File: src/rtl/rv_alu.sv
// rtl/rv_alu.sv - RV32I integer ALU with registered result and zero flag
//
// Purpose: single-cycle integer ALU for the execute stage. The operation is
// selected by a funct3-style op code plus three modifier bits. The result is
// registered, so the answer for an accepted operation appears one clock later.
// A new operation can be accepted every clock.
//
// Ports:
//   clk        - clock; all state changes on the rising edge
//   rst_n      - asynchronous active-low reset
//   in_valid   - op/a/b/modifiers are valid this cycle
//   op         - 000 ADD, 001 SLL, 010 SLT, 011 SLTU,
//                100 XOR, 101 SRL/SRA, 110 OR, 111 AND
//   a, b       - operands
//   b_negate   - ADD only: use ~b instead of b
//   b_add_one  - ADD only: carry-in of 1 (with b_negate this gives a - b)
//   sign       - shift-right only: 1 = arithmetic, 0 = logical
//   out        - registered result; holds when in_valid is low
//   zero_flag  - registered; 1 when out is all zeros
//   out_valid  - registered copy of in_valid

module rv_alu #(
  parameter int WIDTH   = 32,
  parameter int SHAMT_W = 5
) (
  input  logic             clk,
  input  logic             rst_n,
  input  logic             in_valid,
  input  logic [2:0]       op,
  input  logic [WIDTH-1:0] a,
  input  logic [WIDTH-1:0] b,
  input  logic             b_negate,
  input  logic             b_add_one,
  input  logic             sign,
  output logic [WIDTH-1:0] out,
  output logic             zero_flag,
  output logic             out_valid
);

  localparam logic [2:0] OP_ADD  = 3'b000;
  localparam logic [2:0] OP_SLL  = 3'b001;
  localparam logic [2:0] OP_SLT  = 3'b010;
  localparam logic [2:0] OP_SLTU = 3'b011;
  localparam logic [2:0] OP_XOR  = 3'b100;
  localparam logic [2:0] OP_SR   = 3'b101;
  localparam logic [2:0] OP_OR   = 3'b110;
  localparam logic [2:0] OP_AND  = 3'b111;

  // Only the low bits of b select the shift distance; the rest are ignored.
  logic [SHAMT_W-1:0] shamt;
  logic [WIDTH-1:0]   b_eff;
  logic [WIDTH-1:0]   sum;
  logic [WIDTH-1:0]   sll_res;
  logic [WIDTH-1:0]   srl_res;
  logic [WIDTH-1:0]   sra_res;
  logic               lt_signed;
  logic               lt_unsigned;
  logic [WIDTH-1:0]   result;

  assign shamt = b[SHAMT_W-1:0];

  // Subtraction reuses the adder as a + ~b + 1; carry-out is dropped.
  assign b_eff = b_negate ? ~b : b;
  assign sum   = a + b_eff + {{(WIDTH-1){1'b0}}, b_add_one};

  assign sll_res = a << shamt;
  assign srl_res = a >> shamt;
  assign sra_res = $signed(a) >>> shamt;

  assign lt_signed   = $signed(a) < $signed(b);
  assign lt_unsigned = a < b;

  always_comb begin
    result = '0;
    unique case (op)
      OP_ADD:  result = sum;
      OP_SLL:  result = sll_res;
      OP_SLT:  result = {{(WIDTH-1){1'b0}}, lt_signed};
      OP_SLTU: result = {{(WIDTH-1){1'b0}}, lt_unsigned};
      OP_XOR:  result = a ^ b;
      OP_SR:   result = sign ? sra_res : srl_res;
      OP_OR:   result = a | b;
      OP_AND:  result = a & b;
      default: result = '0;
    endcase
  end

  // out/zero_flag keep the last accepted result while in_valid is low.
  always_ff @(posedge clk or negedge rst_n) begin
    if (!rst_n) begin
      out       <= '0;
      zero_flag <= 1'b1;
      out_valid <= 1'b0;
    end else begin
      out_valid <= in_valid;
      if (in_valid) begin
        out       <= result;
        zero_flag <= (result == '0);
      end
    end
  end

endmodule

File: config.mk
export PLATFORM = sky130hd
export DESIGN_NAME = rv_alu
export DESIGN_NICKNAME = d
export VERILOG_FILES = /design/src/rtl/rv_alu.sv
export SDC_FILE = /design/constraint.sdc
export NUM_CORES = 1
export LEC_CHECK = 0
export ABC_AREA = 1
export CORE_MARGIN = 2
export CORE_UTILIZATION = 50
export CTS_CLUSTER_SIZE = 40
export DETAILED_ROUTE_END_ITERATION = 7
export GPL_ROUTABILITY_DRIVEN = 1
export PLACE_DENSITY = 0.75
export RECOVER_POWER = 50
export SYNTH_ARGS = -nofsm -noshare
export SYNTH_HDL_FRONTEND = slang
export SYNTH_SLANG_ARGS = --single-unit
export TNS_END_PERCENT = 1
File: constraint.sdc
create_clock -name clk -period 0.8 [get_ports clk]
set_clock_uncertainty 0.15 [all_clocks]
set_input_delay 0.12 -clock clk [delete_from_list [all_inputs] [get_ports clk]]
set_output_delay 0.12 -clock clk [all_outputs]
set_load 0.02 [all_outputs]
; After elaboration in Yosys (flattened, before gate mapping)
; Cells that the tools add are included.
[totals]
register_bits = 34
word_cells = 26
out_inout_bits = 34
[op_classes]
muxes = 3
reduce_logical = 2
eq_ne = 7
shift = 3
add_sub_neg = 2
bitwise = 4
magnitude_cmp = 2
[ops]
columns = op, n
row1 = 32-bit case mux with 8 select lines, 1
row2 = 32-bit less-than comparator, 2
row3 = 32-bit 2-to-1 mux, 2
row4 = 32-bit by 1-bit adder with 32-bit output, 1
row5 = 32-bit adder, 1
row6 = 32-bit AND, 1
row7 = 32-bit zero test, 1
row8 = 32-bit NOT, 1
row9 = 32-bit bitwise OR, 1
row10 = 32-bit by 5-bit left shift with 32-bit output, 1
row11 = 32-bit by 5-bit >> shifter with 32-bit output, 1
row12 = 32-bit by 5-bit >>> shifter with 32-bit output, 1
row13 = 32-bit XOR, 1
row14 = 3-bit equality test (second input constant), 4
row15 = 3-bit by 2-bit equality test with 1-bit output (second input constant), 2
row16 = 3-bit by 1-bit equality test with 1-bit output (second input constant), 1
row17 = 3-bit zero test, 1

; Longest topological paths before layout
[logic_depth]
ltp_word = 6
mapped_depth = 22

; Least setup slack after synthesis
; No wires, ideal clock.
[synth_timing]
path_type = input port to flip-flop
from = input port b_negate
to = register zero_flag
setup_ns = 0.061
cell_stages = 20
arrival_ns = 2.932
t_required_ns = 0.589
n_path_buf = 2
setup_slack_ns = -2.343
cell_sequence = clkbuf_1 > buf_1 > xnor2_1 > fa_1 > fa_1 > nor2_1 > o21ai_0 > nand2_1 > nand2_1 > nand2_1 > nand2_1 > nand3_1 > nand2_1 > a21oi_1 > nand2_1 > nor2_1 > nand2_1 > nor2_1 > nand3_1 > nand2_1
[synth_between]
elab_chain_cells = 5
[synth_rtl]
columns = item, line_no
row1 = start: declaration, 32  ; input logic b_negate,
row2 = 32-bit 2-to-1 mux, 63  ; assign b_eff = b_negate ? ~b : b;
row3 = 32-bit adder, 64  ; assign sum = a + b_eff + {{(WIDTH-1){1'b0}}, b_add_one};
row4 = 32-bit by 1-bit adder with 32-bit output, 64
row5 = 32-bit case mux with 8 select lines, 75  ; unique case (op)
row6 = 32-bit zero test, 98  ; zero_flag <= (result == '0);
row7 = end signal: assignment, 98
row8 = end: declaration, 36  ; output logic zero_flag,
; No other way between the ends.
; A chain may end at the register's enable or synchronous reset.

; Worst setup path in the final report
; Ends and elaborated chain as after synthesis.

==> results.ini <==
[detailed_routing]
first_pass_iters=8
vias_per_cell=6.209
first_iter_violations=2248
wl_um=55460
wl_per_cell_um=21.90
ant_nets=0
vias=15720
drc=4

[clock_network]
cts_sinks=34
cts_max_level=2
cts_buffers=5
clkTransAtPathRegs_ns=0.07
cts_max_path_buffers=2
root_buffer=clkbuf_16
clk_latency_ns=0.29
cts_tree=done

[critical_path]
cp-end-kind=flip-flop
critPathRequiredTime_ns=0.89
crit_arrival_ns=3.05
start_kind=primary input
crit_fanout=8
path_class=primary input to flip-flop

[synthesis]
yosysWarnings=0
yosysSeqAreaShare_pct=8.569
synth.distinct_cells=51
syn_avg_cell_area_um2=5.533
ys_ff_latch=34
synthCells=1797
synth_area_mm2=0.009943
synth.net_count=1999

[global_routing]
grtUsageMet1_pct=54.96
grt_pass1_wl_um=73780
busiest_layer=met2
grt_use_total_pct=43.77
grt_overflow=0
grt_pass1_vias=14000
grt_max_degree=41
met3_usage_pct=6.195
antenna_found_initial=5
met2_usage_pct=70.40

[sta]
setup_ws_ns=-2.153
finalMaxSlewViolations=0
setup_viol=67
hold_viol=0
fin_crit_ns=2.953
timing.fmax_mhz=338.6
setup_tns_ns=-65.87
whs_ns=0.1214
relSlewSlack_pct=64.37
finalCritPeriodShare_pct=369.2
rsz0062_at_grt=true
worst_pin_slew_ns=0.5344

[pwr]
leakage_nw=8.469
ir_drop_mv=0.9447
power_density_mw_per_mm2=1122

[placed_design]
gp_congestion=1.060
place_hpwl_um=37590
dpl.cell_count=2493
port_buffers=106

[layout]
seq_area_um2=852.1
final_cell_mix=nand2_1 (504), buf_4 (408), nand3_1 (341)
fin_util_pct=79.86
instances_no_fill=2532
layout.nets=2467
multi_input_area_mm2=0.009004
synthToLayoutAreaGrowth_pct=56.31
mostFrequentLayoutCell=nand2_1
drive_above_1_share_pct=31.82
fillers=1377

[run_status]
violations=design-rule violations, negative setup slack
outcome=finished with violations

[min_path]
hp-class=primary input to asynchronous set/reset pin

[floorplan]
fp.dieArea_mm2=0.02103
rows=51
fp.dieW_um=145.0
die_height_um=145.0
coreArea_mm2=0.01946
pin_count=107
start_util_pct=51.09

[run]
maxCapViolCount=0

==> report_power, final <==
group          leakage (nW)  internal [mW]  switching (mW)
registers             0.430           1.96           0.167
logic                  7.96           5.29            7.69
clock network        0.0761           1.47           0.861
==> metrics by stage <==
step	area (µm²)	setup WS, ns	total power, mW
finish	15540	-2.153	17.44
detailed placement	14120	-2.424	12.44
global placement	14120	-2.352	12.25
CTS	14810	-1.669	15.35
floorplan	9957	-1.884	7.305
global route	15540	-2.169	18.15
==> area by class of cell <==
cell class / count / share of cell area [%]
Inverter: 208 / 5.072
Multi-Input combinational cell: 1476 / 57.93
Antenna cell: 1 / 0.01610
Clock buffer: 5 / 0.8050
Tap cell: 265 / 2.133
Clock inverter: 3 / 0.2898
Timing Repair Buffer: 540 / 28.27
Sequential cell: 34 / 5.482
==> final timing paths <==
path	startpoint	end	slack, ns	cells past startpoint
max reg2reg	out[8]	out[8]	-0.17	2
max	b_negate	zero_flag	-2.15	18
max in group asynchronous	rst_n	out[20]	0.01	3
min in group clk	out[26]	out[26]	0.33	2
min	rst_n	out[26]	0.12	2
min reg2reg	out[26]	out[26]	0.33	2
==> sequential cells by signal, indices dropped and copies added, names as in the netlist <==
register	cells
zero_flag	1
out	32
out_valid	1
==> cell usage after synthesis (all sizes together) <==
library cell / n / area share, %
xnor2: 3 / 0.26
ha: 127 / 16
nand4: 12 / 0.75
o21bai: 8 / 0.60
clkinv: 2 / 0.076
a21oi: 79 / 4.1
a22o: 1 / 0.088
nand3: 359 / 18
a21o: 2 / 0.15
a211oi: 2 / 0.15
dfstp: 1 / 0.26
fa: 2 / 0.40
o31ai: 1 / 0.076
a31oi: 4 / 0.25
nor3b: 1 / 0.076
inv: 206 / 7.8
o221ai: 2 / 0.18
o2bb2ai: 1 / 0.088
and3: 2 / 0.13
nor2: 120 / 4.6
nor3: 8 / 0.57
mux2i: 1 / 0.10
clkbuf: 24 / 0.91
o21ai: 77 / 3.9
xor2: 36 / 3.2
dfrtp: 33 / 8.3
and2: 1 / 0.063
nor4: 2 / 0.13
nand2: 578 / 22
o21a: 1 / 0.076
o211ai: 9 / 0.68
o2111ai: 5 / 0.44
nand3b: 7 / 0.53
a221oi: 16 / 1.4
o22ai: 6 / 0.38
or2: 3 / 0.19
buf: 55 / 3.1
==> layer usage <==
metal  share of wire (%)  wire length [µm]
met3                  14              7743
met4                  11              5871
met5                0.10                56
met1                  34             18930
met2                  41             22860
==> critical path, cell delays in order <==
cell and delay [ns]:
buf_12 0.14, buf_12 0.18, xor2_1 0.20, ha_1 0.33
nand2_1 0.12, nand2_1 0.11, a21oi_2 0.14, nand2_2 0.21
nand2_2 0.19, nand2_4 0.11, xor2_1 0.16, nand2_1 0.12
nand4_1 0.39, nor2_1 0.21, nand3_1 0.09, nor2_1 0.09
nand3_1 0.07, nand2_1 0.06
==> repair_timing <==
item	in CTS	in global routing
pin swaps	49	84
setup buffers	16	14
resized for setup	347	175
setup endpoints to repair	67	68
hold buffers	0	0
==> logic make-up after synthesis <==
family | share of synthesized area [%]
AO/OA/AOI/OAI | 12.57
AND/OR/NAND/NOR | 47.02
adder cells (fa/ha/maj) | 16.38
flip-flops | 8.569
XOR/XNOR | 3.435
multiplexers | 0.1007
buffers and inverters | 11.92
No activity file was read; power rests on OpenSTA's default activity.
